**src/rtl/cut_exhaustive_signature.sv**
```systemverilog
// Exhaustive-sweep harness for a combinational (or pipelined) circuit under test.
// On start, every input vector 0..2^N_IN-1 is driven onto cut_in once, in order.
// Each response is folded into a MISR signature and into one ones-counter per output.
module cut_exhaustive_signature #(
    parameter int unsigned      N_IN    = 5,
    parameter int unsigned      N_OUT   = 19,
    parameter int unsigned      CUT_LAT = 1,
    parameter int unsigned      SIG_W   = 32,
    parameter logic [SIG_W-1:0] POLY    = SIG_W'(32'h04C11DB7),
    parameter logic [SIG_W-1:0] SEED    = SIG_W'(32'hFFFFFFFF),
    localparam int unsigned     SEL_W   = (N_OUT > 1) ? $clog2(N_OUT) : 1,
    localparam int unsigned     CNT_W   = N_IN + 1
) (
    input  logic             clk,
    input  logic             rst_n,
    input  logic             start,
    input  logic             abort,
    output logic [N_IN-1:0]  cut_in,
    input  logic [N_OUT-1:0] cut_out,
    output logic             busy,
    output logic             done,
    output logic [SIG_W-1:0] sig_out,
    input  logic [SEL_W-1:0] rd_sel,
    output logic [CNT_W-1:0] rd_count
);

    typedef enum logic [1:0] {StIdle, StSweep, StDrain, StDone} state_e;

    localparam int unsigned     N_CHUNK   = (N_OUT + SIG_W - 1) / SIG_W;
    localparam logic [N_IN-1:0] LAST_VEC  = '1;
    localparam logic [SEL_W:0]  N_OUT_SEL = (SEL_W + 1)'(N_OUT);

    state_e                     state_q;
    // Bit j set means the vector issued j+1 edges ago still awaits its sample.
    logic [CUT_LAT-1:0]         vld_q;
    logic [CUT_LAT-1:0]         vld_shift;
    logic [CNT_W-1:0]           cnt_q [N_OUT];
    logic [N_CHUNK*SIG_W-1:0]   padded;
    logic [SIG_W-1:0]           fold;
    logic [SIG_W-1:0]           sig_next;
    logic                       running;
    logic                       start_sweep;
    logic                       sample_en;

    // Control decode shared by the FSM and the datapath.
    always_comb begin
        running     = (state_q == StSweep) || (state_q == StDrain);
        start_sweep = start && ((state_q == StIdle) || (state_q == StDone));
        // abort wins over a sample that would land on the same edge
        sample_en   = running && !abort && vld_q[CUT_LAT-1];
    end

    // Valid chain advanced by one position with nothing entering.
    always_comb begin
        vld_shift = '0;
        for (int i = 1; i < CUT_LAT; i++) begin
            vld_shift[i] = vld_q[i-1];
        end
    end

    // Fold the response into SIG_W-bit chunks and compute the next MISR value.
    always_comb begin
        padded             = '0;
        padded[N_OUT-1:0]  = cut_out;
        fold               = '0;
        for (int c = 0; c < N_CHUNK; c++) begin
            fold = fold ^ padded[c*SIG_W +: SIG_W];
        end
        sig_next = {sig_out[SIG_W-2:0], 1'b0} ^ (sig_out[SIG_W-1] ? POLY : '0) ^ fold;
    end

    // Sweep FSM: vector counter, valid chain and registered status outputs.
    always_ff @(posedge clk or negedge rst_n) begin
        if (!rst_n) begin
            state_q <= StIdle;
            cut_in  <= '0;
            busy    <= 1'b0;
            done    <= 1'b0;
            vld_q   <= '0;
        end else begin
            unique case (state_q)
                StIdle, StDone: begin
                    if (start) begin
                        state_q <= StSweep;
                        cut_in  <= '0;
                        busy    <= 1'b1;
                        done    <= 1'b0;
                        vld_q   <= CUT_LAT'(1);
                    end
                end
                StSweep: begin
                    if (abort) begin
                        state_q <= StIdle;
                        busy    <= 1'b0;
                        done    <= 1'b0;
                        vld_q   <= '0;
                    end else if (cut_in == LAST_VEC) begin
                        // last vector already issued; hold it while the pipe drains
                        state_q <= StDrain;
                        vld_q   <= vld_shift;
                    end else begin
                        cut_in  <= cut_in + N_IN'(1);
                        vld_q   <= vld_shift | CUT_LAT'(1);
                    end
                end
                StDrain: begin
                    if (abort) begin
                        state_q <= StIdle;
                        busy    <= 1'b0;
                        done    <= 1'b0;
                        vld_q   <= '0;
                    end else if (vld_q == '0) begin
                        state_q <= StDone;
                        busy    <= 1'b0;
                        done    <= 1'b1;
                    end else begin
                        vld_q   <= vld_shift;
                    end
                end
            endcase
        end
    end

    // Signature and ones counters: seeded on start, updated once per valid sample.
    always_ff @(posedge clk or negedge rst_n) begin
        if (!rst_n) begin
            sig_out <= '0;
            for (int i = 0; i < N_OUT; i++) begin
                cnt_q[i] <= '0;
            end
        end else if (start_sweep) begin
            sig_out <= SEED;
            for (int i = 0; i < N_OUT; i++) begin
                cnt_q[i] <= '0;
            end
        end else if (sample_en) begin
            sig_out <= sig_next;
            for (int i = 0; i < N_OUT; i++) begin
                cnt_q[i] <= cnt_q[i] + CNT_W'(cut_out[i]);
            end
        end
    end

    // Count readback; out-of-range selects read as zero.
    always_comb begin
        rd_count = '0;
        if ({1'b0, rd_sel} < N_OUT_SEL) begin
            rd_count = cnt_q[rd_sel];
        end
    end

endmodule

```
**config.mk**
```make
export PLATFORM = sky130hd
export DESIGN_NAME = cut_exhaustive_signature
export DESIGN_NICKNAME = d
export VERILOG_FILES = /design/src/rtl/cut_exhaustive_signature.sv
export SDC_FILE = /design/constraint.sdc
export NUM_CORES = 1
export LEC_CHECK = 0
export CAP_MARGIN = 20
export CORE_ASPECT_RATIO = 2
export CORE_MARGIN = 4
export CORE_UTILIZATION = 30
export CTS_CLUSTER_SIZE = 30
export DETAILED_ROUTE_END_ITERATION = 8
export PLACE_DENSITY = 0.59
export SLEW_MARGIN = 30
export SYNTH_ARGS = -nofsm -noshare
export SYNTH_HDL_FRONTEND = slang
export SYNTH_SLANG_ARGS = --single-unit
```
**constraint.sdc**
```tcl
create_clock -name clk -period 2.1 [get_ports clk]
set_input_delay 0.42 -clock clk [delete_from_list [all_inputs] [get_ports clk]]
set_output_delay 0.42 -clock clk [all_outputs]
set_load 0.01 [all_outputs]
```
==> results of run 1 <==
-- layout by cell type (no fill, tap or decap), types with 2 or more instances in the layout --
master	count
nand2_1	166
and3_1	20
buf_4	94
o21ai_0	44
a22oi_1	6
nand3_1	19
o221ai_2	4
inv_1	7
mux2i_1	32
mux2i_2	4
xnor2_1	22
dfrtp_1	155
nand4_1	38
o41ai_1	2
clkbuf_16	17
buf_12	15
nor3_1	3
o221ai_1	2
nor2_1	91
clkinv_2	2
a21oi_1	18
clkinv_4	2
mux4_2	12
a32o_1	2
clkdlybuf4s50_1	62
clkbuf_8	2
ha_1	43
bufinv_16	4
clkbuf_1	2
xor2_1	86
o211ai_1	19
buf_2	7
nor2b_1	6
-- power groups by stage --
stage | logic [mW] | clock network [mW] | registers [mW]
6_report | 5.06 | 3.33 | 4.35
5_1_grt | 5.65 | 3.55 | 4.44
4_1_cts | 5.11 | 3.43 | 4.36
3_5_place_dp | 5.07 | 0 | 4.41
3_3_place_gp | 4.98 | 0 | 4.40
2_1_floorplan | 2.66 | 0 | 4.38
-- sequential cells by signal, indices dropped and copies added (netlist names) --
register	flops
busy	1
state_q	2
cut_in	5
cnt_q	114
sig_out	32
vld_q	1
done	1
-- area by class of cell --
| class | instances | area [um2] | area share, % |
|---|---|---|---|
| clock inverter | 10 | 164 | 1.48 |
| clock buffer | 21 | 460 | 4.14 |
| multi-input combinational | 654 | 4380 | 39.4 |
| tap | 356 | 445 | 4.01 |
| inverter | 8 | 30.0 | 0.270 |
| sequential | 156 | 3910 | 35.1 |
| timing repair buffer | 182 | 1720 | 15.5 |
-- metrics by stage --
stage	total power, mW	setup WS, ns	hold slack (ns)	TNS [ns]
6_report	12.7	-0.192	0.492	-0.891
2_1_floorplan	7.05	0.131	0.124	0
5_1_grt	13.6	-0.231	0.528	-1.21
3_5_place_dp	9.47	-0.830	0.406	-4.77
3_3_place_gp	9.38	-0.826	0.404	-4.76
4_1_cts	12.9	-0.199	0.497	-1.04
-- repair_timing --
action / in CTS / in global routing
cloned: 1 / 0
setup endpoints to repair: 6 / 6
pin swaps: 2 / 2
buffers inserted: 1 / 4
gates resized for setup: 43 / 5
hold endpoints to repair: 45 / 0
hold buffers: 1 / 0
-- how the worst min path moves through the flow --
stage	start	endpoint	slack, ns
floorplan	rst_n	busy	0.12
global placement	rst_n	sig_out[29]	0.40
detailed placement	rst_n	sig_out[29]	0.41
CTS	rst_n	sig_out[29]	0.50
global route	busy	busy	0.53
finish	rst_n	sig_out[29]	0.49
-- kinds of logic after synthesis --
family          Yosys count
xor+xnor                108
mux                      49
buf+inv                  64
simple gates            353
compound gates          101
flops                   156
fa+ha+maj                43
-- worst reg2reg max path: stages, from the launching register on --
cell and delay [ns]:
dfrtp_1 0.41, ha_1 0.21, and3_1 0.20, ha_1 0.22
a22o_1 0.24, nor3_4 0.22, mux2_2 0.36
-- layer usage --
layer / part of all wire, % / global-route usage, %
met3: 2.5 / 2.80
met1: 38 / 16.9
met4: 3.4 / 7.23
met5: 0 / 0
met2: 56 / 28.9
==> summary.txt, run 1 <==
ROUTING
-------------------------------------------------------------------------------------------
DR pass1 iterations ..........................................................            4
DRC violation count after routing ............................................            0
Detailed-route vias per instance .............................................         4.82
Total via count in the routed design .........................................         6684
Average detailed-routed wire length per instance .............................      16.9 um
Number of design-rule violations left by the first detailed-router iteration .          316
Post-route antenna net violation count .......................................            0
Routed wire length ...........................................................     23500 um

FINAL LAYOUT
-------------------------------------------------------------------------------------------
ANT cells ....................................................................            0
Final core occ ...............................................................        39.6%
Final standard cell area without fillers .....................................    11100 um2
Layout net count .............................................................         1090
Final non-filler cell total ..................................................         1387
Layout area overhead .........................................................        30.2%
Share of cells above drive strength 1 ........................................        17.5%
Filler instances .............................................................         2786

GRT
-------------------------------------------------------------------------------------------
Initial antenna violation count ..............................................            0
Vias in the first global route ...............................................         6829
All-layer global routing usage ...............................................        15.6%
Global-route wire length before repair .......................................     37800 um
Maximum number of pins on one net before global-route repair .................           51
Sum of overflow across all layers after global routing .......................            0

TIMING
-------------------------------------------------------------------------------------------
Highest clock frequency the design can meet ..................................    0.436 GHz
Total setup violations reported at the end of the flow .......................            6
Worst clock skew on the final layout .........................................    0.0134 ns
Count of endpoints failing hold in the final timing report ...................            0
Min Clock Period, post-route .................................................      2.29 ns
Fin worst setup slack ........................................................    -0.192 ns
Normalized max-slew margin ...................................................        62.7%
Actual slew at the worst max-slew pin ........................................     0.559 ns
Max Transition Viols Final ...................................................            0
Final period util ............................................................         109%
RSZ-0062 raised after global routing .........................................         true

CRITICAL PATH
-------------------------------------------------------------------------------------------
Standard cell with the maximum stage delay on the critical path ..............       mux4_2
Largest delay share family, worst path ....................................... buffers and inverters
Length in cells of the worst reg-to-reg path .................................            6
Delay of the slowest cell on the worst path ..................................      0.33 ns
Endpoint class of the critical path ..........................................   output pin
Most used cell, CP ...........................................................        buf_2
Termination of the worst setup path ..........................................  rd_count[2]
Critical Path Source Type ....................................................    input pin
Reg-to-Reg End ...............................................................    cut_in[0]
Category of the most critical setup path .....................................       in2out
Crit path buf inv count ......................................................            3
Required time of the critical path ...........................................      1.68 ns
Source of the critical timing path ...........................................    rd_sel[1]
Total stage count of the critical path .......................................            6
List of cells traversed by the critical path ................................. buf_2 > buf_4 > mux4_2 > mux2i_1 > o221ai_1 > buf_2
Endpoint arrival time on the critical path ...................................      1.87 ns
R2R Setup Slk ................................................................      0.12 ns
Launching point of the worst reg2reg path ....................................    cut_in[1]
Maximum fanout encountered on the critical timing path .......................           14

LOGIC SYNTHESIS
-------------------------------------------------------------------------------------------
Xor and xnor area share after synthesis ......................................        11.1%
Post-synthesis average cell area .............................................     9.76 um2
Sequential fraction of the synthesis area ....................................        45.7%
Flop and latch count out of synthesis ........................................          156
Post-synthesis adder-cell area fraction ......................................        6.30%
Gate Count Post-Synth ........................................................          874
Synthesized-area fraction occupied by and/or/nand/nor cells ..................        18.2%
Warnings from Yosys ..........................................................            0
Area fraction of the dominant cell type after synthesis ......................        45.7%
Async set-reset flop share out of synthesis ..................................         100%
Share of synthesized area spent on multiplexers ..............................        7.52%
Post-synthesis compound-gate area fraction ...................................        7.38%
Library cell occupying the most area in the post-synthesis netlist ...........      dfrtp_1
Most instantiated flip-flop cell in the synthesis netlist ....................      dfrtp_1
Dominant cell by count in the synthesized netlist ............................      nand2_1
Largest family of logic cells by synthesized area ............................ simple AND/OR/NAND/NOR gates
Distinct cell type count after synthesis .....................................           37
Number of nets produced by synthesis .........................................          945
EDFF count, synth ............................................................            0
Synth cell count leaders ..................................................... nand2_1 (167), dfrtp_1 (156), nor2_1 (92)
Top cells by area in the synthesized netlist ................................. dfrtp_1 (46%), xor2_1 (8.8%), nand2_1 (7.3%)
Mapped Area ..................................................................     8530 um2

PWR
-------------------------------------------------------------------------------------------
Sw Pwr .......................................................................      4.57 mW
IR Drop Worst-Case VDD .......................................................   0.000603 V
Part of the power in the clock network .......................................        26.2%
Sw Share .....................................................................        35.9%
Relative contribution of combinational cells to total power ..................        39.7%
Sequential cell fraction of total power ......................................        34.1%
Leakage power ................................................................      5.23 nW
Cell area power density ......................................................  1150 nW/um2
Internal .....................................................................      8.17 mW

CTS
-------------------------------------------------------------------------------------------
Clock buffer count from CTS ..................................................           17
Later-pin clock latency in the skew report ...................................      0.44 ns
CTS clock-pin slew for the worst setup and hold paths ........................      0.06 ns
TritonCTS clock tree .........................................................         done
Clock tree root driver cell ..................................................    clkbuf_16
Maximum level of the CTS H-tree ..............................................            4
Total number of clock tree sinks .............................................          156
Maximum number of buffers from clock root to sink ............................            2

STATUS
-------------------------------------------------------------------------------------------
Outcome ...................................................................... finished with violations
Violations in the final reports .............................................. setup timing

PLACEMENT
-------------------------------------------------------------------------------------------
Number of cells in the design after placement ................................         1349
Area of placed instances .....................................................    10400 um2
Number of buffers added on ports .............................................           72
DP Wirelength ................................................................     17500 um
Final RePlAce weighted congestion ............................................        0.838

FLOORPLANNING
-------------------------------------------------------------------------------------------
Std cell rows ................................................................           87
X dimension of the die .......................................................       127 um
Y dimension of the die .......................................................       247 um
IO Pins ......................................................................           73
Core Area ....................................................................    28100 um2
Starting Density .............................................................        30.4%
DIE AREA .....................................................................    31400 um2

JOB
-------------------------------------------------------------------------------------------
Number of violations of the max-capacitance limit ............................            0

HOLD PATH
-------------------------------------------------------------------------------------------
Worst hold-check path type ...................................................     in2async

(Power assumes the default switching activity.)
==> inputs of run 2 (changes only) <==
--- a/config.mk
+++ b/config.mk
@@ -8,10 +8,10 @@
 export CAP_MARGIN = 20
 export CORE_ASPECT_RATIO = 2
 export CORE_MARGIN = 4
-export CORE_UTILIZATION = 30
+export CORE_UTILIZATION = 40
 export CTS_CLUSTER_SIZE = 30
 export DETAILED_ROUTE_END_ITERATION = 8
-export PLACE_DENSITY = 0.59
+export PLACE_DENSITY = 0.71
 export SLEW_MARGIN = 30
 export SYNTH_ARGS = -nofsm -noshare
 export SYNTH_HDL_FRONTEND = slang
==> run 2 against run 1 <==
The flow still finishes with violations (setup timing). Global-route usage up 3.4 points. Critical path depth decreased by 2. Combinational power is 2% lower. Final area fell by 0.96%. Worst hold slack worse by 0.0089 ns. Register-to-register slack got worse by 0.02 ns. Clock skew is 0.0062 ns lower. Sequential share of layout area grew 0.33 points. Sequential power hardly changed. Power fell by 1.9%. Critical endpoint is now rd_count[3]. Largest power group unchanged.
==> summary.txt, run 2 (same netlist as run 1, synthesis figures left out) <==
STATUS
-------------------------------------------------------------------------------------------
Outcome ...................................................................... finished with violations
Violations in the final reports .............................................. setup timing

CTS
-------------------------------------------------------------------------------------------
Later-pin clock latency in the skew report ...................................      0.43 ns
Maximum level of the CTS H-tree ..............................................            4
CTS clock-pin slew for the worst setup and hold paths ........................      0.06 ns
TritonCTS clock tree .........................................................         done
Total number of clock tree sinks .............................................          156
Clock tree root driver cell ..................................................    clkbuf_16
Maximum number of buffers from clock root to sink ............................            2
Clock buffer count from CTS ..................................................           17

FINAL LAYOUT
-------------------------------------------------------------------------------------------
Layout net count .............................................................         1096
Commonest non-fill, non-tap cell in the layout ...............................      nand2_1
Largest registers ............................................................ cnt_q: 114 flops, sig_out: 32 flops, cut_in: 5 flops
Final non-filler cell total ..................................................         1304
Final core occ ...............................................................        52.4%
ANT cells ....................................................................            0
Final standard cell area without fillers .....................................    11000 um2
Commonest non-fill, non-tap cells in the layout .............................. nand2_1 (166), dfrtp_1 (156), buf_4 (103), nor2_1 (91), xor2_1 (86)
Flip-flop count of the largest register, all copies and words added ..........          114
Share of cells above drive strength 1 ........................................        18.1%
Register with the most flip-flops ............................................        cnt_q
Layout area overhead .........................................................        29.0%

FLOORPLANNING
-------------------------------------------------------------------------------------------
Y dimension of the die .......................................................       215 um
Std cell rows ................................................................           75
Core Area ....................................................................    21000 um2
DIE AREA .....................................................................    23900 um2
Starting Density .............................................................        40.6%
IO Pins ......................................................................           73
X dimension of the die .......................................................       111 um

PLACEMENT
-------------------------------------------------------------------------------------------
DP Wirelength ................................................................     15900 um
Final RePlAce weighted congestion ............................................        0.857
Number of buffers added on ports .............................................           72
Number of cells in the design after placement ................................         1265
Area of placed instances .....................................................    10200 um2

ROUTING
-------------------------------------------------------------------------------------------
Average detailed-routed wire length per instance .............................      16.7 um
DR pass1 iterations ..........................................................            5
Routed wire length ...........................................................     21800 um
Detailed-route vias per instance .............................................         5.23
Post-route antenna net violation count .......................................            0
Total via count in the routed design .........................................         6825
DRC violation count after routing ............................................            0
Number of design-rule violations left by the first detailed-router iteration .          339

CRITICAL PATH
-------------------------------------------------------------------------------------------
Length in cells of the worst reg-to-reg path .................................            8
Category of the most critical setup path .....................................      reg2out
Endpoint arrival time on the critical path ...................................      1.81 ns
Critical Path Source Type ....................................................         flop
Endpoint class of the critical path ..........................................   output pin
Maximum fanout encountered on the critical timing path .......................            2
Required time of the critical path ...........................................      1.68 ns

PWR
-------------------------------------------------------------------------------------------
Cell area power density ......................................................  1140 nW/um2
Part of the power in the clock network .......................................        25.6%
Sw Share .....................................................................        35.2%
Internal .....................................................................      8.10 mW
Relative contribution of combinational cells to total power ..................        39.7%
Leakage power ................................................................      5.21 nW
Sequential cell fraction of total power ......................................        34.7%
IR Drop Worst-Case VDD .......................................................   0.000743 V
Sw Pwr .......................................................................      4.40 mW

TIMING
-------------------------------------------------------------------------------------------
Highest clock frequency the design can meet ..................................    0.449 GHz
Total setup violations reported at the end of the flow .......................            6
Final period util ............................................................         106%
Max Transition Viols Final ...................................................            0
RSZ-0062 raised after global routing .........................................         true
Fin worst setup slack ........................................................    -0.128 ns
Final TNS setup ..............................................................    -0.678 ns
Normalized max-slew margin ...................................................        69.6%
Min Clock Period, post-route .................................................      2.23 ns
Actual slew at the worst max-slew pin ........................................     0.456 ns
Count of endpoints failing hold in the final timing report ...................            0
Worst clock skew on the final layout .........................................   0.00723 ns

GRT
-------------------------------------------------------------------------------------------
Global-route wire length before repair .......................................     36500 um
Initial antenna violation count ..............................................            0
All-layer global routing usage ...............................................        19.0%
Vias in the first global route ...............................................         7161
Sum of overflow across all layers after global routing .......................            0
Maximum number of pins on one net before global-route repair .................           48

HOLD PATH
-------------------------------------------------------------------------------------------
Worst hold-check path type ...................................................     in2async

JOB
-------------------------------------------------------------------------------------------
Number of violations of the max-capacitance limit ............................            0

==> run 2: cell count changes in the layout (fill, tap and decap cells not counted), moves of 2 or more <==
cell / before / now
buf_4: 94 / 103
buf_12: 15 / 12
clkbuf_1: 2 / 4
mux2i_1: 32 / 30
mux2i_2: 4 / 6
o221ai_1: 2 / 0
o221ai_2: 4 / 6
==> run 2: timing repair <==
item	CTS	global route
hold buffers	1	0
endpoints found under the hold margin	39	0
gates resized for setup	45	10
gates cloned	1	0
pin swaps	6	4
buffers inserted	2	6
setup endpoints to repair	6	7
==> run 2: area by class of cell <==
| cell class | instances | area [um2] |
|---|---|---|
| Fill cell | 1927 | 10000 |
| Multi-Input combinational cell | 654 | 4410 |
| Sequential cell | 156 | 3900 |
| Timing Repair Buffer | 188 | 1730 |
| Clock buffer | 22 | 454 |
| Tap cell | 269 | 337 |
| Clock inverter | 7 | 141 |
| Inverter | 8 | 30.0 |
==> run 2: power groups by stage <==
stage	clock (mW)	combinational [mW]	sequential, mW
after detailed placement	0	4.94	4.38
after global placement	0	4.82	4.37
final	3.20	4.96	4.33
after floorplan	0	2.66	4.38
after global routing	3.39	5.56	4.43
after CTS	3.27	4.99	4.34
==> run 2: path summary, 6_finish.rpt <==
path	start	to	slack, ns
worst max-delay path	cnt_q[39]	rd_count[3]	-0.13
worst min-delay path	rst_n	cut_in[1]	0.48
worst max register to register	state_q[0]	cnt_q[23]	0.10
worst min register to register	busy	busy	0.51
max in group asynchronous	rst_n	sig_out[16]	0.99
min in group clk	busy	busy	0.51
==> run 2: metal layers <==
metal / wire [um] / global-route usage [%]
met5: 0 / 0
met2: 11300 / 33.1
met1: 8520 / 21.4
met4: 1360 / 12.1
met3: 620 / 3.13
==> run 2: critical path, stage by stage (launching register included) <==
cell      delay [ns]
dfrtp_1         0.42
mux4_2          0.49
mux2i_2         0.19
o221ai_2        0.12
buf_2           0.16
==> run 2: metrics by stage <==
stage | setup WS (ns) | hold slack, ns | total power, mW
4_1_cts | -0.161 | 0.483 | 12.6
5_1_grt | -0.203 | 0.516 | 13.4
3_5_place_dp | -0.885 | 0.386 | 9.33
3_3_place_gp | -0.796 | 0.386 | 9.19
2_1_floorplan | 0.131 | 0.124 | 7.05
6_report | -0.128 | 0.483 | 12.5
==> inputs of run 3 (changes only) <==
--- a/config.mk
+++ b/config.mk
@@ -11,7 +11,8 @@
 export CORE_UTILIZATION = 40
 export CTS_CLUSTER_SIZE = 30
 export DETAILED_ROUTE_END_ITERATION = 8
-export PLACE_DENSITY = 0.71
+export MAX_ROUTING_LAYER = met4
+export PLACE_DENSITY = 0.68
 export SLEW_MARGIN = 30
 export SYNTH_ARGS = -nofsm -noshare
 export SYNTH_HDL_FRONTEND = slang
==> run 3 against run 2 <==
The flow still finishes with violations (setup timing). Global-route usage increased by 0.44 points. Sequential share of layout area about the same. Worst hold slack got worse by 0.0066 ns. Sequential power about the same. Clock skew about the same. Power increased by 1.2%. Final area about the same. Maximum frequency decreased by 0.54%. Flip-flop and latch count unchanged. Clock power increased by 6.9%.
==> summary.txt, run 3 (same netlist as run 1, synthesis figures left out) <==
FLOORPLANNING
-------------------------------------------------------------------------------------------
Starting Density .............................................................        40.6%
Std cell rows ................................................................           75
IO Pins ......................................................................           73
DIE AREA .....................................................................    23900 um2
Y dimension of the die .......................................................       215 um
X dimension of the die .......................................................       111 um
Core Area ....................................................................    21000 um2

GRT
-------------------------------------------------------------------------------------------
All-layer global routing usage ...............................................        19.5%
GR Util met2 .................................................................        33.0%
Met1 capacity usage during global routing ....................................        21.1%
Layer carrying the most global-route usage ...................................         met2
Routing usage on met3 ........................................................        4.07%
Sum of overflow across all layers after global routing .......................            0
Maximum number of pins on one net before global-route repair .................           68
Initial antenna violation count ..............................................            0
Vias in the first global route ...............................................         7128
Global-route wire length before repair .......................................     36200 um

CTS
-------------------------------------------------------------------------------------------
CTS clock-pin slew for the worst setup and hold paths ........................      0.06 ns
Maximum number of buffers from clock root to sink ............................            2
Clock tree root driver cell ..................................................    clkbuf_16
Clock buffer count from CTS ..................................................           17
Total number of clock tree sinks .............................................          156
Maximum level of the CTS H-tree ..............................................            4
TritonCTS clock tree .........................................................         done
Later-pin clock latency in the skew report ...................................      0.43 ns

FINAL LAYOUT
-------------------------------------------------------------------------------------------
Share of cells above drive strength 1 ........................................        17.0%
Layout area overhead .........................................................        29.0%
ANT cells ....................................................................            0
Commonest non-fill, non-tap cells in the layout .............................. nand2_1 (166), dfrtp_1 (156), nor2_1 (91), buf_4 (91), xor2_1 (86)
Final non-filler cell total ..................................................         1295
Layout net count .............................................................         1088
Largest registers ............................................................ cnt_q: 114 flops, sig_out: 32 flops, cut_in: 5 flops
Register with the most flip-flops ............................................        cnt_q
Sequential cell area .........................................................     3900 um2
Multi-input logic area .......................................................     4380 um2
Filler instances .............................................................         1934
Final standard cell area without fillers .....................................    11000 um2
Commonest non-fill, non-tap cell in the layout ...............................      nand2_1
Flip-flop count of the largest register, all copies and words added ..........          114

TIMING
-------------------------------------------------------------------------------------------
Final period util ............................................................         107%
Total setup violations reported at the end of the flow .......................            6
RSZ-0062 raised after global routing .........................................         true
Worst Hold Margin ............................................................     0.477 ns
Max Transition Viols Final ...................................................            0
Worst clock skew on the final layout .........................................   0.00733 ns
Min Clock Period, post-route .................................................      2.24 ns
Fin worst setup slack ........................................................    -0.140 ns
Final TNS setup ..............................................................    -0.683 ns
Normalized max-slew margin ...................................................        68.4%
Highest clock frequency the design can meet ..................................    0.446 GHz
Actual slew at the worst max-slew pin ........................................     0.474 ns
Count of endpoints failing hold in the final timing report ...................            0

PLACEMENT
-------------------------------------------------------------------------------------------
DP Wirelength ................................................................     15700 um
Area of placed instances .....................................................    10200 um2
Final RePlAce weighted congestion ............................................        0.890
Number of buffers added on ports .............................................           72
Number of cells in the design after placement ................................         1257

CRITICAL PATH
-------------------------------------------------------------------------------------------
Endpoint class of the critical path ..........................................   output pin
List of cells traversed by the critical path ................................. mux4_2 > mux2i_2 > o221ai_1 > buf_2
Endpoint arrival time on the critical path ...................................      1.82 ns
Maximum fanout encountered on the critical timing path .......................            2
Total stage count of the critical path .......................................            4
Crit path buf inv count ......................................................            1
Required time of the critical path ...........................................      1.68 ns
Category of the most critical setup path .....................................      reg2out
Length in cells of the worst reg-to-reg path .................................            8
R2R Setup Slk ................................................................      0.15 ns
Delay of the slowest cell on the worst path ..................................      0.48 ns
Launching point of the worst reg2reg path ....................................   state_q[0]
Largest delay share family, worst path ....................................... multiplexers
Termination of the worst setup path ..........................................  rd_count[1]
Standard cell with the maximum stage delay on the critical path ..............       mux4_2
Reg-to-Reg End ...............................................................    cnt_q[95]
Source of the critical timing path ...........................................    cnt_q[37]
Critical Path Source Type ....................................................         flop

PWR
-------------------------------------------------------------------------------------------
Cell area power density ......................................................  1150 nW/um2
IR Drop Worst-Case VDD .......................................................   0.000802 V
Leakage power ................................................................      5.22 nW

ROUTING
-------------------------------------------------------------------------------------------
Average detailed-routed wire length per instance .............................      16.8 um
Post-route antenna net violation count .......................................            0
Total via count in the routed design .........................................         6742
Routed wire length ...........................................................     21800 um
Detailed-route vias per instance .............................................         5.21
Number of design-rule violations left by the first detailed-router iteration .          222
DR pass1 iterations ..........................................................            4
DRC violation count after routing ............................................            0

HOLD PATH
-------------------------------------------------------------------------------------------
Worst hold-check path type ...................................................     in2async

JOB
-------------------------------------------------------------------------------------------
Number of violations of the max-capacitance limit ............................            0

STATUS
-------------------------------------------------------------------------------------------
Violations in the final reports .............................................. setup timing
Outcome ...................................................................... finished with violations

## run 3: layout make-up
class	instances	area share, %
clock buffer	20	4.06
clock inverter	8	1.75
inverter	8	0.273
multi-input combinational	654	39.8
sequential	156	35.5
tap	269	3.06
timing repair buffer	180	15.6
## run 3: metal layers
metal	vias up	wire [um]
li1	3262	-
met1	3278	8570
met2	147	11500
met3	55	612
met4	0	1100
met5	-	0
## run 3: worst reg2reg max path, stage by stage, from the launching register on
cell     delay (ns)
dfrtp_1        0.37
inv_1          0.06
ha_1           0.40
nor3b_4        0.26
buf_12         0.18
buf_12         0.15
nand4_1        0.19
xor2_1         0.17
nor2_1         0.05
## run 3: worst min path at each step
stage | to | slack, ns | depth (start not counted)
floorplan | busy | 0.12 | 0
global placement | cut_in[2] | 0.38 | 1
detailed placement | cut_in[2] | 0.38 | 1
CTS | cut_in[2] | 0.49 | 2
global route | cut_in[2] | 0.51 | 2
finish | cut_in[2] | 0.48 | 2
## run 3: metrics by stage
stage / setup WS, ns / util, % / total power [mW]
after detailed placement: -0.861 / 48.6 / 9.27
after floorplan: 0.131 / - / 7.05
final: -0.140 / 52.4 / 12.6
after CTS: -0.170 / 52.1 / 12.8
after global placement: -0.818 / 48.6 / 9.16
after global routing: -0.209 / 52.4 / 13.5
## run 3: power breakdown
group          switching (mW)  internal [mW]
clock network            1.19           2.23
registers               0.614           3.70
logic                    2.55           2.36
total                    4.35           8.29
## run 3: repair_timing
| action | 4_1_cts | 5_1_grt |
|---|---|---|
| buffers inserted | 2 | 5 |
| gates cloned | 2 | 0 |
| hold buffers | 1 | 0 |
| endpoints found under the setup margin | 6 | 6 |
| pin swaps | 3 | 3 |
| resized for setup | 43 | 6 |
| endpoints found under the hold margin | 40 | 0 |
